[config.mk]
export PLATFORM = sky130hd
export DESIGN_NAME = term_dequantizer
export DESIGN_NICKNAME = d
export VERILOG_FILES = /design/src/rtl/term_dequantizer.sv
export SDC_FILE = /design/constraint.sdc
export NUM_CORES = 1
export LEC_CHECK = 0
export CORE_MARGIN = 2
export CORE_UTILIZATION = 25
export CTS_CLUSTER_DIAMETER = 200
export DETAILED_ROUTE_END_ITERATION = 12
export GPL_ROUTABILITY_DRIVEN = 0
export PLACE_DENSITY_LB_ADDON = 0.12
export SLEW_MARGIN = 20
export SYNTH_ARGS = -nofsm -noshare
export SYNTH_HDL_FRONTEND = slang
export SYNTH_SLANG_ARGS = --single-unit
[constraint.sdc]
create_clock -name clk -period 2.7 [get_ports clk]
set_input_delay 0.54 -clock clk [delete_from_list [all_inputs] [get_ports clk]]
set_output_delay 0.54 -clock clk [all_outputs]
set_load 0.05 [all_outputs]
[src/rtl/term_dequantizer.sv]
// Rebuilds one signed fixed-point value per group from a stream of signed power-of-two terms.
// Only the first MAX_TERMS terms of a group are summed; the rest are counted as dropped.
module term_dequantizer #(
   parameter int EXP_W     = 3,
   parameter int MAX_TERMS = 4,
   parameter int OUT_W     = 12,
   parameter int CNT_W     = 4
) (
   input  logic             clk,
   input  logic             reset,
   input  logic             in_valid,
   output logic             in_ready,
   input  logic [EXP_W-1:0] in_exp,
   input  logic             in_sign,
   input  logic             in_last,
   output logic             out_valid,
   input  logic             out_ready,
   output logic [OUT_W-1:0] out_value,
   output logic [CNT_W-1:0] out_terms,
   output logic [CNT_W-1:0] out_dropped,
   output logic             out_sat
);

   // Wide enough for the accumulator plus the largest term without wrapping.
   localparam int MAG_W = (1 << EXP_W) + 1;
   localparam int SUM_W = ((OUT_W + 1 > MAG_W) ? OUT_W + 1 : MAG_W) + 1;

   localparam logic signed [SUM_W-1:0] MAX_V = (SUM_W'(1) << (OUT_W - 1)) - SUM_W'(1);
   localparam logic signed [SUM_W-1:0] MIN_V = -(SUM_W'(1) << (OUT_W - 1));
   localparam logic [CNT_W-1:0]        MAX_T = CNT_W'(MAX_TERMS);

   logic signed [OUT_W-1:0] acc_q, acc_d;
   logic [CNT_W-1:0]        term_cnt_q, term_cnt_d;
   logic [CNT_W-1:0]        drop_cnt_q, drop_cnt_d;
   logic                    acc_sat_q, acc_sat_d;
   logic                    out_valid_q, out_valid_d;
   logic [OUT_W-1:0]        out_value_q, out_value_d;
   logic [CNT_W-1:0]        out_terms_q, out_terms_d;
   logic [CNT_W-1:0]        out_dropped_q, out_dropped_d;
   logic                    out_sat_q, out_sat_d;

   logic                    accept;
   logic                    within_budget;
   logic signed [SUM_W-1:0] term_mag;
   logic signed [SUM_W-1:0] term_val;
   logic signed [SUM_W-1:0] acc_ext;
   logic signed [SUM_W-1:0] sum_full;
   logic signed [OUT_W-1:0] acc_upd;
   logic                    sat_upd;
   logic [CNT_W-1:0]        term_upd;
   logic [CNT_W-1:0]        drop_upd;

   assign in_ready = !out_valid_q || out_ready;
   assign accept   = in_valid && in_ready;

   // Candidate state after absorbing the presented term.
   always_comb begin
      within_budget = (term_cnt_q < MAX_T);
      term_mag      = SUM_W'(1) << in_exp;
      term_val      = in_sign ? -term_mag : term_mag;
      acc_ext       = {{(SUM_W - OUT_W){acc_q[OUT_W-1]}}, acc_q};
      sum_full      = acc_ext + term_val;
      acc_upd       = acc_q;
      sat_upd       = acc_sat_q;
      term_upd      = term_cnt_q;
      drop_upd      = drop_cnt_q;
      if (within_budget) begin
         term_upd = term_cnt_q + CNT_W'(1);
         if (sum_full > MAX_V) begin
            acc_upd = MAX_V[OUT_W-1:0];
            sat_upd = 1'b1;
         end else if (sum_full < MIN_V) begin
            acc_upd = MIN_V[OUT_W-1:0];
            sat_upd = 1'b1;
         end else begin
            acc_upd = sum_full[OUT_W-1:0];
         end
      end else if (!(&drop_cnt_q)) begin
         drop_upd = drop_cnt_q + CNT_W'(1);
      end
   end

   always_comb begin
      acc_d         = acc_q;
      term_cnt_d    = term_cnt_q;
      drop_cnt_d    = drop_cnt_q;
      acc_sat_d     = acc_sat_q;
      out_valid_d   = out_valid_q;
      out_value_d   = out_value_q;
      out_terms_d   = out_terms_q;
      out_dropped_d = out_dropped_q;
      out_sat_d     = out_sat_q;

      if (out_valid_q && out_ready) begin
         out_valid_d = 1'b0;
      end

      if (accept) begin
         if (in_last) begin
            out_valid_d   = 1'b1;
            out_value_d   = acc_upd;
            out_terms_d   = term_upd;
            out_dropped_d = drop_upd;
            out_sat_d     = sat_upd;
            acc_d         = '0;
            term_cnt_d    = '0;
            drop_cnt_d    = '0;
            acc_sat_d     = 1'b0;
         end else begin
            acc_d      = acc_upd;
            term_cnt_d = term_upd;
            drop_cnt_d = drop_upd;
            acc_sat_d  = sat_upd;
         end
      end
   end

   always_ff @(posedge clk or negedge reset) begin
      if (!reset) begin
         acc_q         <= '0;
         term_cnt_q    <= '0;
         drop_cnt_q    <= '0;
         acc_sat_q     <= 1'b0;
         out_valid_q   <= 1'b0;
         out_value_q   <= '0;
         out_terms_q   <= '0;
         out_dropped_q <= '0;
         out_sat_q     <= 1'b0;
      end else begin
         acc_q         <= acc_d;
         term_cnt_q    <= term_cnt_d;
         drop_cnt_q    <= drop_cnt_d;
         acc_sat_q     <= acc_sat_d;
         out_valid_q   <= out_valid_d;
         out_value_q   <= out_value_d;
         out_terms_q   <= out_terms_d;
         out_dropped_q <= out_dropped_d;
         out_sat_q     <= out_sat_d;
      end
   end

   assign out_valid   = out_valid_q;
   assign out_value   = out_value_q;
   assign out_terms   = out_terms_q;
   assign out_dropped = out_dropped_q;
   assign out_sat     = out_sat_q;

endmodule
==> results.py, run 1 <==
metrics = {
    "setup_path": {
        "crit_fanout": 5,
        "endpoint_kind": "flop",
        "start_kind": "primary input",
        "critical_path_arrival_ns": 3.52,
        "crit_required_ns": 2.92,
        "critPathKind": "in -> reg",
    },
    "drt": {
        "ant_nets": 0,
        "via_count": 2612,
        "wl_per_cell_um": 14.5,
        "drt_first_iter_violations": 151,
        "viasPerCell": 4.80,
        "wl_um": 7860,
        "drc": 0,
        "first_pass_iters": 4,
    },
    "final_layout": {
        "instances_no_fill": 544,
        "area_growth_pct": 46.6,
        "antenna_cells": 0,
        "n_fill_cell": 1048,
        "fin_area_um2": 3950,
        "drive_above_1_share_pct": 28.7,
        "num-nets-final": 432,
    },
    "flow_run": {
        "cap_violations": 0,
    },
    "pwr": {
        "p_switching_mw": 2.20,
        "clock_power_share_pct": 9.6,
        "p_comb_share_pct": 67.8,
        "intPower_mw": 2.57,
        "powerDensity_nw_per_um2": 1210,
        "switching_share_pct": 46.1,
        "power_mw": 4.77,
        "cellLeakagePower_nw": 1.79,
        "power_frac_seq_pct": 22.6,
        "ir_drop_mv": 0.677,
    },
    "grt": {
        "antenna_found_initial": 0,
        "grt_first_pass_wirelength_um": 12900,
        "grt_usage_pct": 13.9,
        "grt_max_degree": 25,
        "grt_pass1_vias": 2596,
        "overflow": 0,
    },
    "outcome": {
        "violations": "negative setup slack",
        "status": "finished with violations",
    },
    "hold_path": {
        "worst_hold_path_type": "in -> async",
    },
    "logic_synthesis": {
        "synth-edff-count": 0,
        "synth_seq_area_share_pct": 39.9,
        "ys_ff_latch": 43,
        "ys_warn_count": 0,
        "netlist_area_um2": 2700,
        "synthArstFlopShare_pct": 100,
        "synth_nets": 340,
        "synthFlopType": "dfrtp_1",
        "syn_area_per_cell_um2": 8.56,
        "syn_inst": 315,
        "synth_cell_types": 48,
    },
    "floorplan": {
        "coreArea_um2": 10400,
        "dieWidth_um": 108,
        "initial_utilization_pct": 25.9,
        "ios": 32,
        "die_y_um": 108,
        "rows": 37,
        "dieArea_um2": 11600,
    },
    "timing": {
        "maxSlewViolCount": 0,
        "fmax_ghz": 0.303,
        "timing.slew.headroom_pct": 57.3,
        "layout_min_cycle_time_ns": 3.30,
        "finalHoldViolations": 0,
        "finalSetupViolations": 26,
        "worst_slew_pin_slew_ns": 0.638,
        "fin_worst_skew_ns": 0.00717,
        "grt_setup_unrepaired": "yes",
        "post-route-worst-setup-slack_ns": -0.601,
        "fin_crit_sh_pct": 122,
        "tns_ns": -13.04,
    },
    "placed_design": {
        "place_area_um2": 3560,
        "dp_cells": 522,
        "portBuffers": 31,
        "hpwl_um": 5680,
    },
    "clock_tree": {
        "htreeDepth": 2,
        "max-clock-path-buffers": 2,
        "cts_root_buffer": "clkbuf_8",
        "cts_tree": "done",
        "clk_transition_reported_paths_ns": 0.09,
        "cts_sinks": 43,
        "cts_made_buffers": 5,
        "worstSkewPairLatency_ns": 0.29,
    },
}
-- path summary, 6_finish.rpt --
path	from	endpoint	cells past startpoint	slack, ns
setup / recovery	in_exp[0]	out_value[9]	16	-0.60
hold / removal	reset	acc_q[3]	1	0.20
setup reg to reg	acc_q[1]	out_value[9]	9	-0.01
hold reg to reg	out_dropped[2]	out_dropped[2]	1	0.49
max in group asynchronous	reset	out_terms[1]	2	1.99
min in group clk	out_dropped[2]	out_dropped[2]	1	0.49
-- power groups by stage --
stage          Combinational [mW]  Clock, mW  Sequential, mW
6_report                     3.23      0.458            1.08
5_1_grt                      3.51      0.502            1.11
3_3_place_gp                 2.67          0            1.09
3_5_place_dp                 2.68          0            1.08
4_1_cts                      3.17      0.469            1.08
2_1_floorplan                1.32          0            1.45
-- repair_timing --
item	in CTS	in global routing
setup endpoints to repair	26	26
gates cloned	2	0
hold buffers	0	0
setup buffers	11	1
pin swaps	23	15
resized for setup	41	10
-- sequential cells by signal (all words and copies together) (netlist names), 4 cells and up --
signal       count
acc_q           12
term_cnt_q       4
out_value       12
out_dropped      4
drop_cnt_q       4
out_terms        4
-- critical path: stages --
cell	delay [ns]
buf_8	0.10
nor3_4	0.17
inv_1	0.06
ha_2	0.20
nand2b_4	0.16
o32ai_4	0.21
a211oi_2	0.07
ha_1	0.33
o211ai_1	0.22
nor2_1	0.08
o2111a_1	0.14
or4_4	0.58
o21ai_4	0.17
buf_12	0.14
nand3_4	0.14
o22ai_2	0.19
-- logic make-up (layout without fill, tap and decap cells) --
kind of cell               after synthesis  count (layout)  synth area share, %
muxes                                    3               3                 1.11
buffers and inverters                   18             109                 2.69
AOI/OAI and AO/OA                      109             109                 25.0
xor gates and xnor gates                12              12                 3.90
and+or+nand+nor                        114             116                 19.7
DFF                                     43              43                 39.9
adders and majority gates               16              16                 7.71
-- metal layers --
| layer | vias up | wire length, um | part of all wire (%) | GRT usage [%] |
|---|---|---|---|---|
| met5 | - | 0 | 0 | 0 |
| met4 | 0 | 46 | 0.59 | 2.38 |
| met3 | 6 | 244 | 3.1 | 2.60 |
| met2 | 41 | 3550 | 45 | 22.4 |
| met1 | 1244 | 4020 | 51 | 19.8 |
| li1 | 1321 | - | - | - |
-- stage by stage --
stage	hold WS (ns)	setup slack (ns)	util (%)
2_1_floorplan	0.244	-0.673	-
3_3_place_gp	0.464	-1.39	34.2
3_5_place_dp	0.467	-1.40	34.2
4_1_cts	0.208	-0.604	37.4
5_1_grt	0.221	-0.741	37.9
6_report	0.196	-0.601	37.9
-- Yosys cell counts, types with 2 or more instances --
cell / instances / area (um2)
nand2b_1: 9 / 56.3
nor4_1: 2 / 12.5
dfrtp_1: 43 / 1080
a31oi_1: 6 / 37.5
nor3_1: 4 / 20.0
o22ai_1: 9 / 56.3
a21boi_0: 2 / 15.0
a31o_2: 2 / 17.5
nand3_4: 2 / 35.0
o21ai_1: 9 / 45.0
a21oi_2: 2 / 17.5
xor2_1: 3 / 26.3
nand2_1: 43 / 161
buf_1: 2 / 7.51
o211ai_1: 4 / 30.0
xnor2_1: 9 / 78.8
clkbuf_1: 10 / 37.5
and2_1: 3 / 18.8
inv_1: 4 / 15.0
a32o_1: 2 / 20.0
o31ai_1: 2 / 15.0
a21o_1: 4 / 30.0
a211oi_1: 3 / 22.5
o21ai_0: 17 / 85.1
nor2_1: 39 / 146
nor2b_1: 5 / 31.3
ha_1: 15 / 188
a21oi_1: 38 / 190
mux2i_1: 3 / 30.0
-- layout by cell type (no fill, tap or decap), types with 4 or more instances in the layout --
cell type         n
inv_1             4
o211ai_1          4
o21ai_2           6
buf_12            4
buf_4            58
o22ai_1           4
dfrtp_1          43
nand2_1          42
clkdlybuf4s50_1  25
nor2b_1           5
clkbuf_8          7
o21ai_1          10
o22ai_2           5
a21oi_2           5
nor2_1           39
a21o_1            4
buf_6             6
a21oi_1          34
a31oi_1           6
ha_1             13
xnor2_1           8
o21ai_0          11
nand2b_1          8
-- layout make-up --
cell class | count | area (um2) | share of cell area, %
multi-input cells | 256 | 1720 | 43.6
flip-flops and latches | 43 | 1080 | 27.2
repair buffers | 97 | 867 | 21.9
well taps | 136 | 170 | 4.31
clock buffers | 8 | 100 | 2.53
inverters | 4 | 15.0 | 0.380
(Power assumes the default switching activity.)
==> inputs of run 2 (changes only) <==
TNS_END_PERCENT = 1   (was unset)
==> run 2 against run 1 <==
  * The flow still finishes with violations (negative setup slack)
  * Global-route usage up 0.44 points
  * Count of clock-buffer cells in the layout is 1 lower
  * First-iteration DRC count down 31%
  * Via count decreased by 0.34%
  * Hold slack improved by 0.097 ns
  * Critical path depth did not move
  * Cell area down 3.1%
  * Critical path type unchanged
  * Critical endpoint is now out_value[2]
==> results.py, run 2 (synthesis results as in run 1) <==
metrics = {
    "pwr": {
        "power_frac_seq_pct": 23.8,
        "p_switching_mw": 2.16,
        "powerDensity_nw_per_um2": 1180,
        "power_mw": 4.53,
        "intPower_mw": 2.38,
        "p_comb_share_pct": 67.3,
        "clock_power_share_pct": 8.9,
        "cellLeakagePower_nw": 1.72,
        "switching_share_pct": 47.6,
        "ir_drop_mv": 0.528,
    },
    "timing": {
        "worst_slew_pin_slew_ns": 0.720,
        "timing.slew.headroom_pct": 52.0,
        "fin_crit_sh_pct": 122,
        "finalSetupViolations": 26,
        "finalHoldViolations": 0,
        "post-route-worst-setup-slack_ns": -0.607,
        "fin_worst_skew_ns": 0.00934,
        "fmax_ghz": 0.302,
        "tns_ns": -12.79,
        "maxSlewViolCount": 0,
        "layout_min_cycle_time_ns": 3.31,
        "holdWs_ns": 0.293,
        "grt_setup_unrepaired": "yes",
    },
    "grt": {
        "grt_usage_pct": 14.4,
        "grt_first_pass_wirelength_um": 13100,
        "use_met1_pct": 21.1,
        "met3_usage_pct": 2.42,
        "grt_max_degree": 30,
        "overflow": 0,
        "grt.busiest_layer": "met2",
        "antenna_found_initial": 0,
        "grt_pass1_vias": 2541,
        "gr-usage-met2_pct": 22.1,
    },
    "setup_path": {
        "r2r_setup_slack_ns": 0.01,
        "endpoint_kind": "flop",
        "crit_cells": 16,
        "crit_fanout": 5,
        "crit_required_ns": 2.91,
        "critical_path.top_delay_family": "simple AND/OR/NAND/NOR gates",
        "rr_worst_depth": 9,
        "start_kind": "primary input",
        "critical_path_arrival_ns": 3.52,
        "path_cells": "buf_2 > nor2_1 > nand2_2 > ha_4 > nand2b_4 > o32ai_2 > a211oi_2 > ha_1 > o211ai_1 > nor2_1 > o2111a_1 > or4_4 > o21ai_4 > buf_12 > nand3_4 > o22ai_2",
        "slowest_delay_ns": 0.58,
        "r2r-start": "acc_q[1]",
        "worstReg2RegEnd": "out_value[2]",
        "crit_top_cell": "nor2_1",
        "cp_num_buf_inv": 2,
        "critPathKind": "in -> reg",
        "cp_slowest_cell": "or4_4",
    },
    "floorplan": {
        "initial_utilization_pct": 25.9,
        "dieWidth_um": 108,
        "rows": 37,
        "coreArea_um2": 10400,
        "dieArea_um2": 11600,
        "ios": 32,
        "die_y_um": 108,
    },
    "drt": {
        "drc": 0,
        "drt_first_iter_violations": 104,
        "ant_nets": 0,
        "first_pass_iters": 4,
        "via_count": 2603,
        "wl_per_cell_um": 14.7,
        "wl_um": 7900,
        "viasPerCell": 4.86,
    },
    "placed_design": {
        "hpwl_um": 5790,
        "place_area_um2": 3520,
        "dp_cells": 519,
        "portBuffers": 31,
        "pre_cts_slack_ns": -1.26,
    },
    "final_layout": {
        "drive_above_1_share_pct": 27.3,
        "multiInputGateArea_um2": 1730,
        "mostFrequentLayoutCells": "buf_4 (54), dfrtp_1 (43), nand2_1 (41)",
        "area_growth_pct": 42.0,
        "num-nets-final": 424,
        "final_common_cell": "buf_4",
        "antenna_cells": 0,
        "instances_no_fill": 536,
        "utilization_pct": 36.7,
        "fin_area_um2": 3830,
        "n_fill_cell": 1109,
        "regArea_um2": 1080,
    },
    "outcome": {
        "violations": "negative setup slack",
        "status": "finished with violations",
    },
    "clock_tree": {
        "clk_transition_reported_paths_ns": 0.08,
        "hold_buffers": 0,
        "htreeDepth": 2,
        "cts_sinks": 43,
        "cts_root_buffer": "clkbuf_8",
        "worstSkewPairLatency_ns": 0.29,
        "cts_tree": "done",
        "max-clock-path-buffers": 2,
        "cts_made_buffers": 5,
    },
    "flow_run": {
        "cap_violations": 0,
    },
    "hold_path": {
        "worst_hold_path_type": "in -> async",
    },
}
## run 2: worst register-to-register path, cell delays in order (launching register included)
cell	delay [ns]
dfrtp_1	0.44
ha_1	0.34
a211oi_2	0.25
o21ai_2	0.11
o2111a_1	0.25
or4_4	0.58
o21ai_4	0.17
buf_12	0.15
nand3_4	0.13
o22ai_2	0.20
## run 2: worst max path at each step
stage               startpoint             to  slack [ns]
CTS                  in_exp[0]   out_value[5]       -0.65
finish               in_exp[2]   out_value[2]       -0.61
floorplan            in_exp[2]  out_value[10]       -0.73
global placement     in_exp[2]   out_value[2]       -1.27
detailed placement   in_exp[2]   out_value[2]       -1.26
global route         in_exp[2]   out_value[2]       -0.75
## run 2: timing repair
item                                    in CTS  in global routing
endpoints found under the setup margin      26                 26
buffers inserted                             4                  2
resized for setup                           37                 11
gates cloned                                 3                  0
pin swaps                                   25                 12
endpoints found under the hold margin        0                  0
## run 2: area by class of cell
type                       count  share of cell area [%]
multi-input combinational    256                    45.1
sequential                    43                    28.1
timing repair buffer          89                    19.8
tap                          136                    4.45
clock buffer                   7                    1.99
inverter                       4                   0.392
clock inverter                 1                   0.131
## run 2: power groups by stage
stage	registers, mW	clock network [mW]	logic [mW]
after global placement	1.09	0	2.69
final	1.08	0.402	3.05
after global routing	1.12	0.453	3.32
after CTS	1.09	0.418	3.00
after detailed placement	1.10	0	2.68
after floorplan	1.45	0	1.32
## run 2: metal layers
layer	vias to the layer above	share of wire [%]
li1	1304	-
met1	1245	51
met2	48	45
met3	6	3.1
met4	0	0.75
met5	-	0
